`config.mk`:
```
export PLATFORM = sky130hd
export DESIGN_NAME = high_frequency_apb
export DESIGN_NICKNAME = d
export VERILOG_FILES = /design/src/rtl/high_frequency_apb.sv
export SDC_FILE = /design/constraint.sdc
export NUM_CORES = 1
export LEC_CHECK = 0
export ABC_AREA = 1
export CORE_MARGIN = 2
export CORE_UTILIZATION = 46
export CTS_CLUSTER_DIAMETER = 200
export DETAILED_ROUTE_END_ITERATION = 12
export HOLD_SLACK_MARGIN = 0.08
export PLACE_DENSITY = 0.93
export SLEW_MARGIN = 5
export SYNTH_ARGS = -nofsm -noshare
export SYNTH_HDL_FRONTEND = slang
export SYNTH_SLANG_ARGS = --single-unit
```
`constraint.sdc`:
```
create_clock -name a_pclk -period 1.9 [get_ports a_pclk]
set_input_delay 0.19 -clock a_pclk [delete_from_list [all_inputs] [get_ports a_pclk]]
set_output_delay 0.19 -clock a_pclk [all_outputs]
set_load 0.01 [all_outputs]
```
`src/rtl/high_frequency_apb.sv`:
```
// A-clock side APB completer of the asynchronous APB bridge: registers one transfer,
// hands it to the B side with a request toggle and stalls until the acknowledge toggle returns.
module high_frequency_apb #(
  parameter int ADDR_WD = 32,
  parameter int DATA_WD = 32,
  parameter int STRB_WD = 4,
  parameter int PROT_WD = 3
) (
  input  logic               a_pclk,
  input  logic               a_prst,
  input  logic               a_psel,
  input  logic               a_penable,
  input  logic               a_pwrite,
  input  logic [ADDR_WD-1:0] a_paddr,
  input  logic [DATA_WD-1:0] a_pwdata,
  input  logic [PROT_WD-1:0] a_pprot,
  input  logic [STRB_WD-1:0] a_pstrb,
  output logic [DATA_WD-1:0] a_prdata,
  output logic               a_pready,
  output logic               a_apb_req,
  output logic               write,
  output logic [ADDR_WD-1:0] addr,
  output logic [DATA_WD-1:0] wdata,
  output logic [PROT_WD-1:0] prot,
  output logic [STRB_WD-1:0] strb,
  input  logic               b_ready_req,
  input  logic [DATA_WD-1:0] rdata
);

  typedef enum logic [1:0] {
    IDLE = 2'd0,
    WAIT = 2'd1,
    RESP = 2'd2
  } state_e;

  state_e             state_q, state_d;
  logic               req_q, req_d;
  logic               write_q, write_d;
  logic [ADDR_WD-1:0] addr_q, addr_d;
  logic [DATA_WD-1:0] wdata_q, wdata_d;
  logic [PROT_WD-1:0] prot_q, prot_d;
  logic [STRB_WD-1:0] strb_q, strb_d;
  logic [DATA_WD-1:0] prdata_q, prdata_d;
  logic [2:0]         sync_q, sync_d;
  logic               ack_edge;

  // sync_q[0] is the metastability catcher; the edge is taken between the two later stages.
  assign sync_d   = {sync_q[1:0], b_ready_req};
  assign ack_edge = sync_q[1] ^ sync_q[2];

  always_comb begin
    state_d  = state_q;
    req_d    = req_q;
    write_d  = write_q;
    addr_d   = addr_q;
    wdata_d  = wdata_q;
    prot_d   = prot_q;
    strb_d   = strb_q;
    prdata_d = prdata_q;
    case (state_q)
      IDLE: begin
        if (a_psel && !a_penable) begin
          write_d = a_pwrite;
          addr_d  = a_paddr;
          wdata_d = a_pwdata;
          prot_d  = a_pprot;
          strb_d  = a_pstrb;
          req_d   = ~req_q;
          state_d = WAIT;
        end
      end
      WAIT: begin
        if (ack_edge) begin
          if (!write_q) prdata_d = rdata;
          state_d = RESP;
        end
      end
      RESP:    state_d = IDLE;
      default: state_d = IDLE;
    endcase
  end

  always_ff @(posedge a_pclk) begin
    if (a_prst) begin
      state_q  <= IDLE;
      req_q    <= 1'b0;
      write_q  <= 1'b0;
      addr_q   <= '0;
      wdata_q  <= '0;
      prot_q   <= '0;
      strb_q   <= '0;
      prdata_q <= '0;
      sync_q   <= '0;
    end else begin
      state_q  <= state_d;
      req_q    <= req_d;
      write_q  <= write_d;
      addr_q   <= addr_d;
      wdata_q  <= wdata_d;
      prot_q   <= prot_d;
      strb_q   <= strb_d;
      prdata_q <= prdata_d;
      sync_q   <= sync_d;
    end
  end

  // Ready comes from state alone; reset masks a RESP cycle that is being cancelled.
  assign a_pready  = (state_q == RESP) && !a_prst;
  assign a_prdata  = prdata_q;
  assign a_apb_req = req_q;
  assign write     = write_q;
  assign addr      = addr_q;
  assign wdata     = wdata_q;
  assign prot      = prot_q;
  assign strb      = strb_q;

endmodule

```
==> results.env, run 1 <==
RUN_STATUS='completed'
DPL-INSTANCE-AREA_SQ_UM=6964
FINAL_LAYOUT_SIZE_SUFFIX_GT1_SHARE_PCT=20.50
CTS.REPAIR_TIMING.SETUP_BUFFER_COUNT=0
AREA_DELTA_SYNTH_FINAL_PCT=45.75
MAX_SLEW.WORST_PIN.SLEW_NS=0.8268
SYNTH_WARNINGS=0
FIN_CLK_SKEW_NS=0.01175
WIRE_LENGTH_ON_MET1_UM=5467
WORSTPATHREQUIRED_NS=1.71
GLOBAL_ROUTE.USAGE.TOTAL_PCT=22.61
GRT_REMAINING_OVERFLOW=0
CLK_TRANSITION_REPORTED_PATHS_NS=0.10
CRITICALPATHCATEGORY='reg2out'
POST_DRT_VIA_CELL_RATIO=4.958
DRT.ANTENNA.VIOLATING_NETS=0
SYNTH-SEQ-AREA-SHARE_PCT=45.01
TIMING.FINAL.HOLD_VIOLATIONS=0
CLOCK_LATENCY_NS=0.35
HIGHEST-SIGNAL-LAYER='met4'
CTS_BUFFERS=9
FINALNONFILLERCELLS=897
FINAL_NETS=866
AREA_SHARE_OF_THE_LARGEST_CELL_TYPE_AFTER_SYNTHESIS_PCT=45.01
FIRSTDRTPASSITERS=4
IRDROPWORSTVDD_uV=475.4
SETUP_VIOL=0
TIMING.CRITICAL_PATH.CELLS='inv_2 -> nor3_1 -> clkdlybuf4s50_1'
SYN_INST=562
MIN_PERIOD_OVER_PERIOD_PCT=92.02
CTS_ROOT_BUF='sky130_fd_sc_hd__clkbuf_8'
ROUTED-VIA-COUNT=4447
PLACED_CELLS_INCL_TAPS=882
DPL.HPWL_UM=9467
MET2ROUTEDLENGTH_UM=6722
GRT_ANTENNA_BEFORE_REPAIR=0
DIEAREA_SQ_UM=11480
PLACEABLECOREAREA_SQ_UM=10320
DETAIL_ROUTE.ITER0.VIOLATIONS=215
POST_CTS_RESIZE_COUNT=0
POSTSYNTHAREAPERCELL_SQ_UM=8.705
DIE_SPAN_IN_Y_UM=107.1
WORST_PATH_LARGEST_CELL_DELAY_NS=0.61
RSZ0062_AT_GRT='no'
DETAIL_ROUTE.DRC_VIOLATIONS=0
DETAILROUTE.WIRELENGTH.MET3_UM=834
PLACE.PORT_BUFFERS=214
POSTSYNTH.TOPFLOPCELL='sky130_fd_sc_hd__dfxtp_1'
FINALWIRELENGTH_UM=13380
HOLDCRITPATHCLASS='in2reg'
SYNTH_AREA_LEADER_CELL='sky130_fd_sc_hd__dfxtp_1'
FINALCRITICALPERIOD_NS=1.748
ASYNC_SET_OR_RESET_FLOP_FRACTION_IN_THE_SYNTHESIZED_NETLIST_PCT=0
YOSYS.CELL_TYPES.COUNT=19
POWER.DENSITY_CELL_AREA_nW_PER_UM2=650.2
DRV_CAP=0
DIE-WIDTH_UM=107.1
SYN_AREA_SQ_UM=4892
P_LEAK_nW=2.580
SYNTH_ENABLE_FLOP_CELLS=0
TIMING.CRITICAL_PATH.SLOWEST_STAGE_CELL='sky130_fd_sc_hd__clkdlybuf4s50_1'
PATH_MAX_FANOUT=4
VIA_COUNT_OF_THE_FIRST_GLOBAL_ROUTING_PASS=4419
FMAXACHIEVABLE_GHz=0.5719
CP_DATA_ARRIVAL_TIME_NS=1.56
FIRST_PASS_GRT_WIRE_LENGTH_UM=20870
SYNTHTOPCELLSBYAREA='sky130_fd_sc_hd__dfxtp_1, sky130_fd_sc_hd__nand3_2, sky130_fd_sc_hd__a21oi_2, sky130_fd_sc_hd__nand2_1, sky130_fd_sc_hd__nor2_1'
ROUTED_WIRE_LENGTH_PER_INSTANCE_UM=14.91
CLOCK_SINK_COUNT=110
DIODES=0
MAPPEDNETLISTNETS=671
CTSHTREEMAXLEVEL=3
NUMBER_OF_HOLD_BUFFERS_ADDED_AFTER_CTS=0
GLOBALPLACE.CONGESTION=0.8505
SETUP.WORST_PATH.END_CLASS='primary output'
WORST_SETUP_PATH_START_KIND='flop'
CTS-ROOT-TO-SINK-BUFFERS=2
LARGEST_NET_DEGREE_AT_THE_START_OF_GLOBAL_ROUTING=54
FINISH.INSTANCE_AREA_SQ_UM=7131
STARTING_DENSITY_OF_THE_CORE_PCT=47.39
IOPINCOUNT=215
DRV_SLEW=0
PLACEMENTROWS=37
TRITONCTS='yes'
FIN_TNS_SETUP_NS=0
MAX-SLEW-MARGIN-REL_PCT=44.88
SYNTH_SEQ_CELLS=110
## cell usage after synthesis, types with 3 or more instances
master and n:
sky130_fd_sc_hd__a21oi_1 15, sky130_fd_sc_hd__a21oi_2 59, sky130_fd_sc_hd__buf_1 3, sky130_fd_sc_hd__buf_12 7, sky130_fd_sc_hd__buf_2 14, sky130_fd_sc_hd__buf_4 7
sky130_fd_sc_hd__buf_6 6, sky130_fd_sc_hd__clkbuf_1 7, sky130_fd_sc_hd__dfxtp_1 110, sky130_fd_sc_hd__inv_1 37, sky130_fd_sc_hd__inv_2 3, sky130_fd_sc_hd__nand2_1 111
sky130_fd_sc_hd__nand3_1 47, sky130_fd_sc_hd__nand3_2 60, sky130_fd_sc_hd__nor2_1 68, sky130_fd_sc_hd__nor2_4 4
## layout make-up
type	count	area, sq um
fillers	772	3193
repair buffers	228	2270
flip-flops and latches	110	2202
multi-input cells	368	2172
well taps	136	170.2
inverters	40	150.1
clock buffers	12	145.1
clock inverters	3	21.27
## power by group
part | total, mW | internal, mW | switching [mW]
registers | 2.46 | 2.40 | 0.0589
clock network | 1.24 | 0.509 | 0.730
logic | 0.937 | 0.489 | 0.448
total | 4.64 | 3.40 | 1.24
## state kept, by name, summed over array words and instances (netlist names)
| register | cells |
|---|---|
| a_apb_req | 1 |
| a_prdata | 32 |
| addr | 32 |
| prot | 3 |
| state_q | 2 |
| strb | 4 |
| sync_q | 3 |
| wdata | 32 |
| write | 1 |
## metrics by stage
stage / hold slack (ns) / utilization (%) / power (mW) / worst slack [ns]
final: 0.3685 / 69.07 / 4.637 / 0.1516
after global routing: 0.3611 / 69.07 / 4.854 / 0.08314
after CTS: 0.3544 / 69.07 / 4.684 / 0.1193
after detailed placement: 0.4005 / 67.46 / 3.449 / 0.3128
after global placement: 0.4045 / 67.46 / 3.421 / 0.3413
after floorplan: 0.2970 / - / 2.993 / 0.7985
## kinds of logic (layout without fill, tap and decap cells)
| logic type | count (synthesis) | after routing | share of synthesized area [%] |
|---|---|---|---|
| and+or+nand+nor | 294 | 294 | 32.30 |
| buffers and inverters | 84 | 283 | 10.59 |
| DFF | 110 | 110 | 45.01 |
| AOI/OAI and AO/OA | 74 | 74 | 12.10 |
## worst max-delay path, delay by kind of cell (launching register included)
family                 cells  cell delay, ns
buffers and inverters      2            0.69
AND/OR/NAND/NOR            1            0.13
flip-flops                 1            0.40
## routing by layer
layer,track usage [%],vias to the layer above
met3,4.620,26
li1,-,2186
met2,39.74,169
met4,9.555,0
met5,0,-
met1,26.59,2066
## worst paths after layout
kind | slack [ns] | depth (start not counted) | from | end
max | 0.15 | 3 | state_q[1] | a_pready
min reg2reg | 0.43 | 2 | sync_q[0] | sync_q[1]
max reg2reg | 0.53 | 6 | state_q[0] | a_prdata[5]
min | 0.37 | 3 | a_prst | addr[0]
## layout by cell type, fill, tap and decap left out, drive strengths merged
cell type and instances:
clkdlybuf4s50 213, buf 15, inv 40, a21oi 74, nand3 107, clkbuf 12, dfxtp 110, clkinvlp 1
clkinv 2, nand2 113, nor2 72, nor3 2
Power figures use the tool's default switching activity.
==> run 2, diff against run 1 <==
--- a/config.mk
+++ b/config.mk
@@ -12,7 +12,7 @@
 export DETAILED_ROUTE_END_ITERATION = 12
 export HOLD_SLACK_MARGIN = 0.08
 export PLACE_DENSITY = 0.93
-export SLEW_MARGIN = 5
+export SLEW_MARGIN = 20
 export SYNTH_ARGS = -nofsm -noshare
 export SYNTH_HDL_FRONTEND = slang
 export SYNTH_SLANG_ARGS = --single-unit
==> results of run 2 <==
Same layout as run 1: the final DEF is identical, and so are final timing and power.
==> run 3, diff against run 2 <==
--- a/config.mk
+++ b/config.mk
@@ -12,6 +12,7 @@
 export DETAILED_ROUTE_END_ITERATION = 12
 export HOLD_SLACK_MARGIN = 0.08
 export PLACE_DENSITY = 0.93
+export SKIP_LAST_GASP = 1
 export SLEW_MARGIN = 20
 export SYNTH_ARGS = -nofsm -noshare
 export SYNTH_HDL_FRONTEND = slang
==> results of run 3 <==
Same layout as run 1: the final DEF is identical, and so are final timing and power.
